## src/rtl/fwd_hazard_unit_pkg.sv

```systemverilog
// Shared definitions for the ID-stage forwarding/hazard unit: the forwarding
// select codes used by the ID forwarding muxes, and the scoreboard slot record.
package fwd_hazard_unit_pkg;

  localparam int REG_AW = 5;
  localparam int FWD_W  = 3;

  localparam logic [FWD_W-1:0] FWD_SRC_GR      = 3'd0;
  localparam logic [FWD_W-1:0] FWD_SRC_EX      = 3'd1;
  localparam logic [FWD_W-1:0] FWD_SRC_MM1     = 3'd2;
  localparam logic [FWD_W-1:0] FWD_SRC_MM2_REG = 3'd3;
  localparam logic [FWD_W-1:0] FWD_SRC_MM2_MEM = 3'd4;
  localparam logic [FWD_W-1:0] FWD_SRC_WB      = 3'd5;

  // Slot payload; the valid bit is kept separately so that only it is reset.
  typedef struct packed {
    logic [REG_AW-1:0] rd;
    logic              we;
    logic              is_load;
  } slot_t;

endpackage

```

## src/rtl/fwd_hazard_unit_if.sv

```systemverilog
// ID-stage request/response bundle between the decode stage and the hazard unit.
interface fwd_hazard_unit_if;
  import fwd_hazard_unit_pkg::*;

  logic              id_valid;
  logic [REG_AW-1:0] id_rj;
  logic [REG_AW-1:0] id_rk;
  logic              id_use_rj;
  logic              id_use_rk;
  logic [REG_AW-1:0] id_rd;
  logic              id_we;
  logic              id_is_load;
  logic              pipe_stall;
  logic              flush;
  logic [FWD_W-1:0]  fwd_ctrl_rj;
  logic [FWD_W-1:0]  fwd_ctrl_rk;
  logic              ld_use_stall;

  modport master (
    output id_valid, id_rj, id_rk, id_use_rj, id_use_rk, id_rd, id_we,
           id_is_load, pipe_stall, flush,
    input  fwd_ctrl_rj, fwd_ctrl_rk, ld_use_stall
  );

  modport slave (
    input  id_valid, id_rj, id_rk, id_use_rj, id_use_rk, id_rd, id_we,
           id_is_load, pipe_stall, flush,
    output fwd_ctrl_rj, fwd_ctrl_rk, ld_use_stall
  );

endinterface

```

## src/rtl/fwd_hazard_unit_fwd_sel.sv

```systemverilog
// Priority encoder for one source operand: youngest matching slot picks the
// forwarding source; a load still in EX or MM1 requests a load-use stall.
module fwd_sel
  import fwd_hazard_unit_pkg::*;
(
  input  logic              id_valid,
  input  logic [REG_AW-1:0] src,
  input  logic              use_src,
  input  logic [3:0]        vld,
  input  slot_t [3:0]       slot,
  output logic [FWD_W-1:0]  sel,
  output logic              stall
);

  logic [3:0] hit;
  logic       active;

  // r0 is hard-wired zero, so it never matches a producer.
  assign active = id_valid & use_src & (src != '0);

  always_comb begin
    for (int i = 0; i < 4; i++) begin
      hit[i] = active & vld[i] & slot[i].we & (slot[i].rd == src);
    end
  end

  always_comb begin
    sel   = FWD_SRC_GR;
    stall = 1'b0;
    if (hit[0]) begin
      if (slot[0].is_load) stall = 1'b1;
      else                 sel   = FWD_SRC_EX;
    end else if (hit[1]) begin
      if (slot[1].is_load) stall = 1'b1;
      else                 sel   = FWD_SRC_MM1;
    end else if (hit[2]) begin
      sel = slot[2].is_load ? FWD_SRC_MM2_MEM : FWD_SRC_MM2_REG;
    end else if (hit[3]) begin
      sel = FWD_SRC_WB;
    end
  end

endmodule

```

## src/rtl/fwd_hazard_unit.sv

```systemverilog
// ID-stage forwarding and load-use hazard unit: an in-flight scoreboard
// mirroring EX/MM1/MM2/WB drives the rj/rk forwarding selects and the stall.
module fwd_hazard_unit
  import fwd_hazard_unit_pkg::*;
(
  input  logic          clk,
  input  logic          rst,
  fwd_hazard_unit_if.slave bus
);

  logic  vld_p0, vld_p1, vld_p2, vld_p3;
  slot_t slot_p0, slot_p1, slot_p2, slot_p3;

  logic [FWD_W-1:0] sel_rj, sel_rk;
  logic             stall_rj, stall_rk;
  logic             ld_use_stall;
  logic [3:0]       vld_all;
  slot_t [3:0]      slot_all;
  slot_t            id_slot;

  assign vld_all  = {vld_p3, vld_p2, vld_p1, vld_p0};
  assign slot_all = {slot_p3, slot_p2, slot_p1, slot_p0};
  assign id_slot  = '{rd: bus.id_rd, we: bus.id_we, is_load: bus.id_is_load};

  fwd_sel u_sel_rj (
    .id_valid (bus.id_valid),
    .src      (bus.id_rj),
    .use_src  (bus.id_use_rj),
    .vld      (vld_all),
    .slot     (slot_all),
    .sel      (sel_rj),
    .stall    (stall_rj)
  );

  fwd_sel u_sel_rk (
    .id_valid (bus.id_valid),
    .src      (bus.id_rk),
    .use_src  (bus.id_use_rk),
    .vld      (vld_all),
    .slot     (slot_all),
    .sel      (sel_rk),
    .stall    (stall_rk)
  );

  assign ld_use_stall     = ~rst & (stall_rj | stall_rk);
  assign bus.ld_use_stall = ld_use_stall;
  assign bus.fwd_ctrl_rj  = rst ? FWD_SRC_GR : sel_rj;
  assign bus.fwd_ctrl_rk  = rst ? FWD_SRC_GR : sel_rk;

  // Stage boundary ID -> EX -> MM1 -> MM2 -> WB: valid bits (control).
  // A flush kills both the instruction leaving ID and the one leaving EX;
  // a stalled ID inserts a bubble into EX.
  always_ff @(posedge clk) begin
    if (rst) begin
      vld_p0 <= 1'b0;
      vld_p1 <= 1'b0;
      vld_p2 <= 1'b0;
      vld_p3 <= 1'b0;
    end else if (!bus.pipe_stall) begin
      vld_p3 <= vld_p2;
      vld_p2 <= vld_p1;
      vld_p1 <= vld_p0 & ~bus.flush;
      vld_p0 <= bus.id_valid & ~ld_use_stall & ~bus.flush;
    end
  end

  // Stage boundary ID -> EX -> MM1 -> MM2 -> WB: slot payload (no reset).
  always_ff @(posedge clk) begin
    if (!bus.pipe_stall) begin
      slot_p3 <= slot_p2;
      slot_p2 <= slot_p1;
      slot_p1 <= slot_p0;
      slot_p0 <= id_slot;
    end
  end

endmodule

```

## src/flat_wrapper.sv

```systemverilog
// flat-port wrapper written by rule: the top's interface ports become plain ports
module fwd_hazard_unit_flat import fwd_hazard_unit_pkg::*;
  (clk, rst, bus_id_valid, bus_id_rj, bus_id_rk, bus_id_use_rj, bus_id_use_rk, bus_id_rd, bus_id_we, bus_id_is_load, bus_pipe_stall, bus_flush, bus_fwd_ctrl_rj, bus_fwd_ctrl_rk, bus_ld_use_stall);
  fwd_hazard_unit_if bus_i ();
  input  logic clk;
  input  logic rst;
  input wire logic [$bits(bus_i.id_valid)-1:0] bus_id_valid;
  input wire logic [$bits(bus_i.id_rj)-1:0] bus_id_rj;
  input wire logic [$bits(bus_i.id_rk)-1:0] bus_id_rk;
  input wire logic [$bits(bus_i.id_use_rj)-1:0] bus_id_use_rj;
  input wire logic [$bits(bus_i.id_use_rk)-1:0] bus_id_use_rk;
  input wire logic [$bits(bus_i.id_rd)-1:0] bus_id_rd;
  input wire logic [$bits(bus_i.id_we)-1:0] bus_id_we;
  input wire logic [$bits(bus_i.id_is_load)-1:0] bus_id_is_load;
  input wire logic [$bits(bus_i.pipe_stall)-1:0] bus_pipe_stall;
  input wire logic [$bits(bus_i.flush)-1:0] bus_flush;
  output wire logic [$bits(bus_i.fwd_ctrl_rj)-1:0] bus_fwd_ctrl_rj;
  output wire logic [$bits(bus_i.fwd_ctrl_rk)-1:0] bus_fwd_ctrl_rk;
  output wire logic [$bits(bus_i.ld_use_stall)-1:0] bus_ld_use_stall;
  assign bus_i.id_valid = bus_id_valid;
  assign bus_i.id_rj = bus_id_rj;
  assign bus_i.id_rk = bus_id_rk;
  assign bus_i.id_use_rj = bus_id_use_rj;
  assign bus_i.id_use_rk = bus_id_use_rk;
  assign bus_i.id_rd = bus_id_rd;
  assign bus_i.id_we = bus_id_we;
  assign bus_i.id_is_load = bus_id_is_load;
  assign bus_i.pipe_stall = bus_pipe_stall;
  assign bus_i.flush = bus_flush;
  assign bus_fwd_ctrl_rj = bus_i.fwd_ctrl_rj;
  assign bus_fwd_ctrl_rk = bus_i.fwd_ctrl_rk;
  assign bus_ld_use_stall = bus_i.ld_use_stall;
  fwd_hazard_unit u_core (.clk(clk), .rst(rst), .bus(bus_i));
endmodule
```

## config.mk

```make
export PLATFORM = sky130hd
export DESIGN_NAME = fwd_hazard_unit_flat
export DESIGN_NICKNAME = d
export VERILOG_FILES = /design/src/rtl/fwd_hazard_unit_pkg.sv /design/src/rtl/fwd_hazard_unit_if.sv /design/src/rtl/fwd_hazard_unit_fwd_sel.sv /design/src/rtl/fwd_hazard_unit.sv /design/src/flat_wrapper.sv
export SDC_FILE = /design/constraint.sdc
export NUM_CORES = 1
export LEC_CHECK = 0
export BUFFER_PORTS_ARGS = -buffer_cell sky130_fd_sc_hd__buf_2
export CELL_PAD_IN_SITES_DETAIL_PLACEMENT = 1
export CELL_PAD_IN_SITES_GLOBAL_PLACEMENT = 2
export CORE_ASPECT_RATIO = 0.5
export CORE_MARGIN = 2
export CORE_UTILIZATION = 35
export CTS_BUF_LIST = sky130_fd_sc_hd__clkbuf_8
export CTS_CLUSTER_SIZE = 40
export DETAILED_ROUTE_END_ITERATION = 12
export PLACE_DENSITY = 0.88
export SYNTH_ARGS = -nofsm -noshare
export SYNTH_HDL_FRONTEND = slang
export SYNTH_HIERARCHICAL = 1
export SYNTH_SLANG_ARGS = --single-unit
```

## constraint.sdc

```tcl
create_clock -name clk -period 1.6 [get_ports clk]
set_input_delay 0.08 -clock clk [delete_from_list [all_inputs] [get_ports clk]]
set_output_delay 0.08 -clock clk [all_outputs]
set_load 0.02 [all_outputs]
```

==> flow_metrics.tcl <==
set metrics [dict create \
    seq_area_sq_um 890.9 \
    crit_chain "xnor2_1 > nand4_1 > or4_4 > mux2_4 > o22ai_4 > nor2b_4 > buf_6" \
    viasPerCell 4.799 \
    hpwlAfterDp_microns 3307 \
    die_h_microns 54.95 \
    initial_core_util 0.3667 \
    n_fill_cell 528 \
    cp_slowest_stage_delay_ns 0.44 \
    place_congestion 0.7901 \
    syn-num-nets 178 \
    grt-ovfl-total 0 \
    syn_area_sq_mm 0.001817 \
    leakage_nw 0.9401 \
    clock-sinks 31 \
    setup_violations 8 \
    max_freq_mhz 439.6 \
    die_w_microns 105.9 \
    clkSlewWorstSetupHoldPaths_ns 0.07 \
    utilization 0.5098 \
    violations "setup timing" \
    n_antenna_cell 0 \
    antenna_found_initial 0 \
    drc 0 \
    drt.antenna.violating_nets 0 \
    grt_setup_unrepaired "true" \
    gr-usage-all-layers 0.1700 \
    dpl_worst_slack_ns -0.3498 \
    tns_ns -4.538 \
    drt_iter0_drc 39 \
    io_pins 31 \
    grt_pass1_wl_microns 7100 \
    tightest_slew_ns 0.4447 \
    core-area_sq_mm 0.004955 \
    powerDensity_mw_per_mm2 818.4 \
    cts_tree "built" \
    syn_to_final_growth_pct 39.05 \
    cts_buffer_depth 2 \
    hold_class "input pin to register" \
    cts-root-buf "clkbuf_8" \
    cts_buffers 5 \
    rows 18 \
    crit_type "register to primary output" \
    maxSlewViolCount 0 \
    finalNonFillerCells 274 \
    crit_path_start_kind "register" \
    critPathArrivalTime_ns 2.19 \
    status "finished with violations" \
    portBuffers 30 \
    h-tree-depth 2 \
    fin_crit_ns 2.275 \
    crit_required_ns 1.52 \
    vias 1315 \
    end_kind "primary output" \
    multi_input_area_sq_mm 0.001016 \
    ys.warnings.count 6 \
    syn_area_per_cell_sq_um 11.80 \
    vdd_drop_max_v 0.0005009 \
    min_period_over_period 1.422 \
    hold_viol_final 0 \
    cp_slowest_cell "edfxtp_1" \
    skew_ns 0.005381 \
    fin_nets 227 \
    dp.cells 254 \
    grt_start_max_net_pins 28 \
    cap_violations 0 \
    grt_pass1_vias 1409 \
    worstPathMaxFanout 2 \
    layout_setup_ws_ns -0.6749 \
    die_area_sq_mm 0.005818 \
    wl_per_cell_microns 16.96 \
    postSynthCellCount 154 \
    first_pass_iters 4 \
    routed_wirelength_microns 4646 \
    clock_latency_ns 0.29 \
    layout-drive-gt1-share 0.4608 \
    slew_headroom 0.7035 \
]
==> layer usage <==
| metal | global-route usage | vias up | wire length, microns |
|---|---|---|---|
| met4 | 0.06579 | 0 | 37 |
| li1 | - | 639 | - |
| met2 | 0.3000 | 29 | 2393 |
| met1 | 0.2023 | 643 | 2052 |
| met3 | 0.05386 | 4 | 163 |
| met5 | 0 | - | 0 |
==> worst paths after layout <==
kind / from / end / slack [ns] / cells past startpoint
setup / recovery: u_core/slot_all[25] / bus_fwd_ctrl_rk[0] / -0.67 / 7
hold / removal: bus_flush / u_core/vld_p1 / 0.1 / 3
setup reg to reg: u_core/slot_all[13] / u_core/vld_p0 / -0.22 / 8
hold reg to reg: u_core/slot_all[8] / u_core/slot_all[15] / 0.50 / 0
==> cell type report <==
| cell class | count | area share |
|---|---|---|
| multi-input cells | 107 | 0.4022 |
| flip-flops and latches | 31 | 0.3527 |
| repair buffers | 54 | 0.1600 |
| well taps | 70 | 0.03467 |
| clock buffers | 5 | 0.02724 |
| clock inverters | 3 | 0.01734 |
| inverters | 4 | 0.005944 |
==> critical path, delay by kind of cell, from the launching register on <==
family | cells | cell delay (ns)
compound gates | 1 | 0.11
xor+xnor | 1 | 0.23
buf+inv | 1 | 0.12
flops | 1 | 0.44
mux | 1 | 0.29
simple gates | 3 | 0.71
==> what timing repair did <==
| action | CTS | global route |
|---|---|---|
| pin swaps | 7 | 9 |
| hold buffers | 7 | 0 |
| setup buffers | 2 | 3 |
| resized for setup | 19 | 14 |
| gates cloned | 0 | 0 |
| endpoints found under the setup margin | 8 | 8 |
| endpoints found under the hold margin | 7 | 0 |
==> through the flow <==
stage | instance area [sq um] | hold slack [ns] | power, W
2_1_floorplan | 1919 | 0.1789 | 0.001169
3_3_place_gp | 2170 | 0.2568 | 0.001240
3_5_place_dp | 2170 | 0.2590 | 0.001257
4_1_cts | 2430 | 0.09564 | 0.002061
5_1_grt | 2526 | 0.1092 | 0.002148
6_report | 2526 | 0.09541 | 0.002067
==> layout by cell type, fill, tap and decap left out, types with 4 or more instances in the layout <==
master / count
nor3_4: 4
nor2_1: 4
dlygate4sd3_1: 7
inv_1: 4
or4_4: 4
clkbuf_8: 5
nand3_1: 8
dfxtp_1: 4
buf_6: 7
edfxtp_1: 27
mux2_4: 4
buf_2: 23
or3_4: 4
nand4_1: 8
buf_4: 16
nand2_1: 4
nor2b_4: 6
xnor2_1: 35
==> state kept, by name, summed over array words and instances, names as in the netlist <==
register,cells
u_core/vld_p0,1
u_core/slot_all,27
u_core/vld_p1,1
u_core/vld_p2,1
u_core/vld_p3,1
==> power by group <==
group	internal [W]	switching (W)
logic	0.000149	0.000140
clock network	0.000463	0.000327
registers	0.000938	0.0000514
total	0.00155	0.000518
Power figures use the tool's default switching activity.
